$ cat config.mk
export PLATFORM = sky130hd
export DESIGN_NAME = sv32_tlb_refill_walker
export DESIGN_NICKNAME = d
export VERILOG_FILES = /design/src/rtl/sv32_tlb_refill_walker.sv
export SDC_FILE = /design/constraint.sdc
export NUM_CORES = 1
export LEC_CHECK = 0
export ABC_AREA = 1
export CORE_MARGIN = 3
export CORE_UTILIZATION = 53
export DETAILED_ROUTE_END_ITERATION = 8
export DONT_BUFFER_PORTS = 1
export PLACE_DENSITY = 0.68
export SLEW_MARGIN = 20
export SYNTH_ARGS = -nofsm -noshare
export SYNTH_HDL_FRONTEND = slang
export SYNTH_SLANG_ARGS = --single-unit
$ cat constraint.sdc
create_clock -name clk -period 3.1 [get_ports clk]
set_clock_uncertainty 0.15 [all_clocks]
set_input_delay 0.62 -clock clk [delete_from_list [all_inputs] [get_ports clk]]
set_output_delay 0.62 -clock clk [all_outputs]
set_load 0.05 [all_outputs]
$ cat src/rtl/sv32_tlb_refill_walker.sv
// sv32_tlb_refill_walker
//
// Hardware page-table walker that refills an Sv32 TLB after a miss. A miss
// is accepted in IDLE. The walker reads the level-1 PTE and, for a non-leaf
// PTE, the level-0 PTE. It then spends one DONE cycle presenting either a TLB
// update or a page-fault pulse.
//
// Ports
//   clk, reset          clock; synchronous active-high reset
//   miss_valid_i/ready  miss request handshake (ready only in IDLE)
//   miss_vaddr_i        faulting virtual address
//   miss_asid_i         ASID of the miss
//   satp_ppn_i          root page-table PPN, sampled when the miss is accepted
//   mem_req_valid_o     PTE read request
//   mem_req_ready_i     PTE read request accept
//   mem_req_addr_o      34-bit physical address of the PTE
//   mem_rsp_valid_i     PTE read response strobe
//   mem_rsp_data_i      PTE read response data
//   flush_i             abort the current walk
//   update_o            {valid, is_4M, vpn[19:0], asid, pte[31:0]}; zero unless valid
//   fault_o             one-cycle page-fault pulse
//   fault_vaddr_o       faulting virtual address while fault_o is high, else zero
//   busy_o              high in every state except IDLE
//   dbg_state_o         current FSM state encoding
//
// Handshake rule: a transfer happens on a rising edge where valid and ready
// are both high. Once valid is raised it stays high, and its payload stays
// stable, until that transfer. Responses have no ready: the walker keeps at
// most one request outstanding and is always able to take its response.
module sv32_tlb_refill_walker #(
  parameter int ASID_WIDTH = 9
) (
  input  logic                     clk,
  input  logic                     reset,
  input  logic                     miss_valid_i,
  output logic                     miss_ready_o,
  input  logic [31:0]              miss_vaddr_i,
  input  logic [ASID_WIDTH-1:0]    miss_asid_i,
  input  logic [21:0]              satp_ppn_i,
  output logic                     mem_req_valid_o,
  input  logic                     mem_req_ready_i,
  output logic [33:0]              mem_req_addr_o,
  input  logic                     mem_rsp_valid_i,
  input  logic [31:0]              mem_rsp_data_i,
  input  logic                     flush_i,
  output logic [54+ASID_WIDTH-1:0] update_o,
  output logic                     fault_o,
  output logic [31:0]              fault_vaddr_o,
  output logic                     busy_o,
  output logic [2:0]               dbg_state_o
);

  localparam int UPD_W = 54 + ASID_WIDTH;

  typedef enum logic [2:0] {
    S_IDLE    = 3'd0,
    S_L1_REQ  = 3'd1,
    S_L1_WAIT = 3'd2,
    S_L0_REQ  = 3'd3,
    S_L0_WAIT = 3'd4,
    S_DONE    = 3'd5,
    S_DRAIN   = 3'd6
  } state_t;

  state_t                state_q, state_d;
  logic [31:0]           vaddr_q;
  logic [ASID_WIDTH-1:0] asid_q;
  logic [21:0]           satp_q;
  // Holds the non-leaf L1 PTE while walking L0, then the final leaf PTE.
  logic [31:0]           pte_q;
  logic                  ok_q;
  logic                  is_4m_q;

  // Decode of the PTE in the response. Bits: V=0, R=1, W=2, X=3.
  logic pte_bad;
  logic pte_leaf;
  logic pte_misaligned;
  logic emit;
  logic upd_valid;

  assign pte_bad        = !mem_rsp_data_i[0] || (!mem_rsp_data_i[1] && mem_rsp_data_i[2]);
  assign pte_leaf       = mem_rsp_data_i[1] || mem_rsp_data_i[3];
  // A superpage leaf must have PPN[0] == 0.
  assign pte_misaligned = (mem_rsp_data_i[19:10] != 10'd0);

  always_ff @(posedge clk) begin
    if (reset) begin
      state_q <= S_IDLE;
      vaddr_q <= '0;
      asid_q  <= '0;
      satp_q  <= '0;
      pte_q   <= '0;
      ok_q    <= 1'b0;
      is_4m_q <= 1'b0;
    end else begin
      state_q <= state_d;
      if (state_q == S_IDLE && miss_valid_i) begin
        vaddr_q <= miss_vaddr_i;
        asid_q  <= miss_asid_i;
        satp_q  <= satp_ppn_i;
      end
      if (state_q == S_L1_WAIT && mem_rsp_valid_i) begin
        pte_q   <= mem_rsp_data_i;
        ok_q    <= !pte_bad && pte_leaf && !pte_misaligned;
        is_4m_q <= 1'b1;
      end
      if (state_q == S_L0_WAIT && mem_rsp_valid_i) begin
        pte_q   <= mem_rsp_data_i;
        ok_q    <= !pte_bad && pte_leaf;
        is_4m_q <= 1'b0;
      end
    end
  end

  always_comb begin
    state_d = state_q;
    case (state_q)
      S_IDLE: begin
        if (miss_valid_i) state_d = S_L1_REQ;
      end
      S_L1_REQ: begin
        // If the request is accepted in the same cycle as a flush, its
        // response must still be absorbed.
        if (mem_req_ready_i) state_d = flush_i ? S_DRAIN : S_L1_WAIT;
        else if (flush_i)    state_d = S_IDLE;
      end
      S_L1_WAIT: begin
        if (mem_rsp_valid_i) begin
          if (flush_i)                   state_d = S_IDLE;
          else if (pte_bad || pte_leaf)  state_d = S_DONE;
          else                           state_d = S_L0_REQ;
        end else if (flush_i) begin
          state_d = S_DRAIN;
        end
      end
      S_L0_REQ: begin
        if (mem_req_ready_i) state_d = flush_i ? S_DRAIN : S_L0_WAIT;
        else if (flush_i)    state_d = S_IDLE;
      end
      S_L0_WAIT: begin
        if (mem_rsp_valid_i) state_d = flush_i ? S_IDLE : S_DONE;
        else if (flush_i)    state_d = S_DRAIN;
      end
      S_DONE: begin
        state_d = S_IDLE;
      end
      S_DRAIN: begin
        if (mem_rsp_valid_i) state_d = S_IDLE;
      end
      default: begin
        state_d = S_IDLE;
      end
    endcase
  end

  always_comb begin
    mem_req_valid_o = 1'b0;
    mem_req_addr_o  = '0;
    case (state_q)
      S_L1_REQ: begin
        mem_req_valid_o = 1'b1;
        mem_req_addr_o  = {satp_q, vaddr_q[31:22], 2'b00};
      end
      S_L0_REQ: begin
        mem_req_valid_o = 1'b1;
        mem_req_addr_o  = {pte_q[31:10], vaddr_q[21:12], 2'b00};
      end
      default: begin
        mem_req_valid_o = 1'b0;
        mem_req_addr_o  = '0;
      end
    endcase
  end

  // A flush during DONE cancels the result that would otherwise be presented.
  assign emit          = (state_q == S_DONE) && !flush_i;
  assign upd_valid     = emit && ok_q;
  assign fault_o       = emit && !ok_q;
  assign fault_vaddr_o = fault_o ? vaddr_q : 32'd0;
  assign update_o      = upd_valid ? {1'b1, is_4m_q, vaddr_q[31:12], asid_q, pte_q}
                                   : {UPD_W{1'b0}};
  assign miss_ready_o  = (state_q == S_IDLE);
  assign busy_o        = (state_q != S_IDLE);
  assign dbg_state_o   = state_q;

endmodule

==> flow_summary.ini, run 1 <==
[clock_network]
cts.repair_timing.setup_buffer_count = 0
cts_htree_levels = 3
cts_sinks = 100
total_cts_buffers = 9
ctsRootBufferMaster = sky130_fd_sc_hd__clkbuf_8
cts_tree = built
clkSlewWorstSetupHoldPaths_ns = 0.09
clkLatencyLatePin_ns = 0.34
cts_buffer_depth = 2

[drt]
avgViaCountPerCell = 5.37
drt_pass1_iterations = 5
post_drt_wl_per_cell_um = 15.3
drc = 0
postRouteAntennaNets = 0
route.final.wire_length_mm = 13.1
drtIter0Drc = 202
route.vias.total = 4610

[cells_and_area]
finish.net_count = 849
fin_util_pct = 68.6
final_cell_mix = sky130_fd_sc_hd__buf_4, sky130_fd_sc_hd__nor2_1, sky130_fd_sc_hd__inv_1
final_cell_area_mm2 = 0.00570
mostFrequentLayoutCell = sky130_fd_sc_hd__buf_4
count_of_placed_standard_cells_in_the_final_layout_fillers_left_out = 858
area.growth.synth_to_final_pct = 24.5
layout-drive-gt1-share_pct = 22.7
antenna-diode-count = 0

[synth]
yosysWarningCount = 0
synth-simple-area-share_pct = 13.7
synth-xor-area-share_pct = 0
synth_compound_gate_area_share_pct = 26.3
syn_inst = 647
synthesis.area_mm2 = 0.00457
synthMuxAreaShare_pct = 0
synthTopCellsByArea = sky130_fd_sc_hd__dfxtp_1, sky130_fd_sc_hd__a21oi_1, sky130_fd_sc_hd__o21ai_0
postSynthAreaPerCell_um2 = 7.07
synth_adder_area_share_pct = 0
synthDistinctLibCells = 23
synth.largest_area_cell = sky130_fd_sc_hd__dfxtp_1
combinational_family_with_the_most_area_after_synthesis = compound AO/OA/AOI/OAI gates
area_fraction_of_the_dominant_cell_type_after_synthesis_pct = 43.8
synth-seq-area-share_pct = 43.8
yosys_register_bits = 100

[die]
std_cell_rows = 33
chipWidth_um = 98.9
floorplan.initialDensity_pct = 55.1
die_area_mm2 = 0.00978
placeableCoreArea_mm2 = 0.00830
design.portCount = 237
die_y_um = 98.9

[power_and_ir_drop]
leakagePower_nw = 2.42
total_power_density_per_cell_area_mw_per_mm2 = 557
vdd_drop_max_mv = 0.308

[sta]
final_critical_path_setup_slack_ns = 0.361
timing.hold.ws_ns = 0.187
timing.final.crit_share_pct = 88.4
final-setup-viol-count = 0
setup_repair_after_global_routing_missed_its_margin = no
slew_viols_final = 0
final-hold-violation-count = 0
maxSlewHeadroom_pct = 37.8
timing.fmax_mhz = 365
shortest_period_the_worst_path_allows_ns = 2.74
max_slew.worst_pin.slew_ns = 0.930

[setup_path]
worst_r2r_endpoint = pte_q[15]$_SDFFE_PP0P_
critical_path.max_stage_delay_ns = 0.55
critical_path.endpoint_type = output pin
crit_fanout = 32
timing.setup.critical_path_class = flop to output pin
crit_required_ns = 2.33
reg2reg_depth = 7
critical_path.cell_chain = nand3_1 -> nor2_2 -> inv_2 -> nor2_1 -> buf_4
timing.rr.start = dbg_state_o[1]$_SDFFE_PP0P_
reg2reg_setup_slack_ns = 0.90
worstSetupStartpointType = flop
cp.arrival_ns = 1.97
critical-path-slowest-cell = sky130_fd_sc_hd__dfxtp_1

[placed_design]
port-buffer-count = 0
post-dp-hpwl_mm = 9.64
place_ws_ns = 0.328
placedInstanceArea_mm2 = 0.00546
finalWeightedCongestion = 0.970
place.detailed.instances = 842

[global_route]
global_route.usage.total_pct = 25.6
grt_antenna_before_repair = 0
grt_max_degree = 94
global_route.overflow_total = 0
grt_pass1_wl_mm = 20.5
first_global_vias = 4262

[flow_run]
max-cap-violations = 0

[hold_path]
min_path_cells = 1
worst_hold_path_type = input port to flop
hold_path.startpoint = reset
whs_endpoint = dbg_state_o[0]$_SDFFE_PP0P_

[status]
outcome = completed
==> registers in the layout, indices dropped and copies added, names as in the netlist <==
register,cells
vaddr_q,32
satp_q,22
is_4m_q,1
asid_q,9
pte_q,32
ok_q,1
dbg_state_o,3
==> power breakdown <==
group	switching, W	internal [W]	total (W)
registers	0.0000480	0.00144	0.00149
logic	0.000552	0.000202	0.000753
clock network	0.000450	0.000483	0.000932
total	0.00105	0.00213	0.00318
==> cell usage after synthesis <==
library cell               instances
sky130_fd_sc_hd__nand4_1           1
sky130_fd_sc_hd__inv_2             4
sky130_fd_sc_hd__buf_4             3
sky130_fd_sc_hd__a21oi_1          97
sky130_fd_sc_hd__nor2_1          115
sky130_fd_sc_hd__a21oi_2           1
sky130_fd_sc_hd__o21ai_1           5
sky130_fd_sc_hd__inv_1           110
sky130_fd_sc_hd__dfxtp_1         100
sky130_fd_sc_hd__nor2_4            1
sky130_fd_sc_hd__nor2_2            2
sky130_fd_sc_hd__clkbuf_2          4
sky130_fd_sc_hd__nand3_2           2
sky130_fd_sc_hd__conb_1            1
sky130_fd_sc_hd__nand2_2           4
sky130_fd_sc_hd__clkbuf_1         15
sky130_fd_sc_hd__o22ai_1          32
sky130_fd_sc_hd__buf_6            12
sky130_fd_sc_hd__nand2_1          13
sky130_fd_sc_hd__o21ai_0          97
sky130_fd_sc_hd__nand3_1          12
sky130_fd_sc_hd__buf_2            15
sky130_fd_sc_hd__nand2_4           1
==> how the worst max path moves through the flow <==
stage	start	endpoint	slack, ns
2_1_floorplan	dbg_state_o[2]$_SDFFE_PP0P_	fault_vaddr_o[10]	-0.08
3_3_place_gp	flush_i	update_o[61]	0.40
3_5_place_dp	flush_i	update_o[31]	0.33
4_1_cts	dbg_state_o[0]$_SDFFE_PP0P_	update_o[31]	0.11
5_1_grt	dbg_state_o[0]$_SDFFE_PP0P_	update_o[29]	0.18
6_report	dbg_state_o[0]$_SDFFE_PP0P_	fault_vaddr_o[19]	0.36
==> kinds of logic after synthesis <==
| logic type | Yosys count |
|---|---|
| buffers and inverters | 163 |
| and+or+nand+nor | 151 |
| other | 1 |
| AOI/OAI and AO/OA | 232 |
| DFF | 100 |
==> stage by stage <==
stage                     TNS (ns)  power (W)
after floorplan              -2.34    0.00213
after global placement           0    0.00225
after detailed placement         0    0.00227
after CTS                        0    0.00319
after global routing             0    0.00333
final                            0    0.00318
==> repair_timing <==
item	4_1_cts	5_1_grt
hold buffers	0	0
setup endpoints to repair	0	62
resized for setup	0	1
==> per-layer routing <==
layer / share of wire (%) / GRT usage [%] / vias up
met2: 49 / 42.8 / 231
met5: 0 / 0 / -
met3: 10 / 6.44 / 22
li1: - / - / 2271
met1: 39 / 32.2 / 2086
met4: 1.8 / 8.61 / 0
==> critical path, delay by kind of cell (launching register included) <==
family        cells  cell delay (ns)
buf+inv           2             0.47
flops             1             0.55
simple gates      3             0.59
==> final cells by class <==
type / count / area (um2)
Tap cell: 105 / 131
Fill cell: 706 / 2600
Clock buffer: 10 / 138
Clock inverter: 6 / 92.6
Inverter: 114 / 430
Sequential cell: 100 / 2000
Multi-Input combinational cell: 385 / 1840
Timing Repair Buffer: 138 / 1060
Note: power is estimated with default switching activity, not from simulation.
==> inputs of run 2 (changes only) <==
--- a/config.mk
+++ b/config.mk
@@ -7,10 +7,9 @@
 export LEC_CHECK = 0
 export ABC_AREA = 1
 export CORE_MARGIN = 3
-export CORE_UTILIZATION = 53
+export CORE_UTILIZATION = 43
 export DETAILED_ROUTE_END_ITERATION = 8
-export DONT_BUFFER_PORTS = 1
-export PLACE_DENSITY = 0.68
+export PLACE_DENSITY = 0.86
 export SLEW_MARGIN = 20
 export SYNTH_ARGS = -nofsm -noshare
 export SYNTH_HDL_FRONTEND = slang
==> flow_summary.ini, run 2 (synthesis results as in run 1) <==
[setup_path]
timing.setup.critical_path_class = input port to output pin
worst_r2r_endpoint = pte_q[9]$_SDFFE_PP0P_
critical_path.max_stage_delay_ns = 0.49
critical_path.cell_chain = clkdlybuf4s50_1 -> nor2_2 -> nand3_2 -> nor2_4 -> inv_2 -> buf_12 -> nor2_1 -> buf_4
timing.rr.start = dbg_state_o[0]$_SDFFE_PP0P_
reg2reg_setup_slack_ns = 0.97
critical_path.endpoint_type = output pin
critical-path-slowest-cell = sky130_fd_sc_hd__clkdlybuf4s50_1
cp.arrival_ns = 2.23
crit_required_ns = 2.33
reg2reg_depth = 7
worstSetupStartpointType = input port
crit_fanout = 30

[cells_and_area]
final_cell_mix = sky130_fd_sc_hd__nor2_1, sky130_fd_sc_hd__inv_1, sky130_fd_sc_hd__clkdlybuf4s50_1
finish.net_count = 959
largest_registers = pte_q x32, vaddr_q x32, satp_q x22
area.growth.synth_to_final_pct = 67.5
layout-drive-gt1-share_pct = 20.5
antenna-diode-count = 0
mostFrequentLayoutCell = sky130_fd_sc_hd__nor2_1
final_cell_area_mm2 = 0.00766

[status]
outcome = completed

[clock_network]
cts_sinks = 100
clkLatencyLatePin_ns = 0.36
total_cts_buffers = 9
ctsRootBufferMaster = sky130_fd_sc_hd__clkbuf_8
cts_tree = built
cts_htree_levels = 3
clkSlewWorstSetupHoldPaths_ns = 0.11
cts_buffer_depth = 2

[placed_design]
finalWeightedCongestion = 0.863
post-dp-hpwl_mm = 11.9
placedInstanceArea_mm2 = 0.00746
port-buffer-count = 234

[sta]
timing.fmax_mhz = 333
maxSlewHeadroom_pct = 58.4
max_slew.worst_pin.slew_ns = 0.624
timing.final.crit_share_pct = 96.9
slew_viols_final = 0
shortest_period_the_worst_path_allows_ns = 3.00
timing.hold.ws_ns = 0.311
final-hold-violation-count = 0
final-setup-viol-count = 0
setup_repair_after_global_routing_missed_its_margin = no

[drt]
route.vias.total = 5101
route.final.wire_length_mm = 15.7
post_drt_wl_per_cell_um = 15.8
avgViaCountPerCell = 5.11
postRouteAntennaNets = 0
drt_pass1_iterations = 5
drc = 0
drtIter0Drc = 285

[global_route]
first_global_vias = 4949
global_route.usage.total_pct = 25.7
grt_max_degree = 64
grt_pass1_wl_mm = 24.2
global_route.overflow_total = 0
grt_antenna_before_repair = 0

[die]
placeableCoreArea_mm2 = 0.0103
design.portCount = 237
die_y_um = 109
std_cell_rows = 37
chipWidth_um = 109
die_area_mm2 = 0.0119
floorplan.initialDensity_pct = 44.3

[power_and_ir_drop]
total_power_density_per_cell_area_mw_per_mm2 = 434
vdd_drop_max_mv = 0.314
leakagePower_nw = 3.03

[hold_path]
min_path_cells = 2
hold_path.startpoint = satp_q[7]$_SDFFE_PP0P_
worst_hold_path_type = flop to flop
whs_endpoint = satp_q[7]$_SDFFE_PP0P_

[flow_run]
max-cap-violations = 0
-- run 2: repair_timing --
item,4_1_cts,5_1_grt
endpoints found under the setup margin,0,61
hold buffers,0,0
buffers inserted,0,0
resized for setup,0,7
-- run 2: worst max-delay path by stage --
stage	startpoint	to	slack [ns]	depth (start not counted)
4_1_cts	flush_i	fault_vaddr_o[9]	0.04	7
2_1_floorplan	dbg_state_o[2]$_SDFFE_PP0P_	fault_vaddr_o[10]	-0.08	5
3_3_place_gp	flush_i	fault_vaddr_o[18]	0.13	7
3_5_place_dp	flush_i	fault_vaddr_o[9]	0.05	7
6_report	flush_i	update_o[12]	0.1	8
5_1_grt	flush_i	update_o[46]	0.004	8
-- run 2: layer usage --
metal  GRT usage, %  routed length (um)  vias to the layer above
met5              0                   0                        -
met4           8.84                 359                        0
met3           6.93                1290                       29
met2           46.1                8200                      216
met1           29.3                5880                     2359
li1               -                   -                     2497
-- run 2: area by class of cell --
cell class	count	area, um2
repair buffers	248	3020
fillers	763	2660
flip-flops and latches	100	2000
multi-input cells	385	1860
inverters	114	430
well taps	136	170
clock buffers	10	128
clock inverters	6	55.1
-- run 2: worst max-delay path: cells and delay by family --
kind / cells / cell delay (ns)
buffers and inverters: 4 / 0.96
and+or+nand+nor: 4 / 0.63
-- run 2: report_power, final --
| part | internal (W) | total (W) | switching (W) |
|---|---|---|---|
| registers | 0.00144 | 0.00150 | 0.0000537 |
| clock network | 0.000310 | 0.000798 | 0.000488 |
| logic | 0.000414 | 0.00103 | 0.000614 |
-- run 2: metrics by stage --
stage,utilization [%],worst slack (ns),setup TNS [ns],instances,power (W)
floorplan,-,-0.0781,-2.34,648,0.00213
global placement,72.2,0.131,0,983,0.00251
detailed placement,72.2,0.0488,0,983,0.00254
CTS,74.0,0.0442,0,999,0.00334
global route,74.2,0.00435,0,999,0.00351
finish,74.2,0.0976,0,999,0.00332
==> inputs of run 3 (changes only) <==
--- a/config.mk
+++ b/config.mk
@@ -8,9 +8,10 @@
 export ABC_AREA = 1
 export CORE_MARGIN = 3
 export CORE_UTILIZATION = 43
+export CTS_CLUSTER_DIAMETER = 100
 export DETAILED_ROUTE_END_ITERATION = 8
 export PLACE_DENSITY = 0.86
-export SLEW_MARGIN = 20
+export SLEW_MARGIN = 5
 export SYNTH_ARGS = -nofsm -noshare
 export SYNTH_HDL_FRONTEND = slang
 export SYNTH_SLANG_ARGS = --single-unit
==> results of run 3 <==
Same layout as run 2: the final DEF is identical, and so are final timing and power.
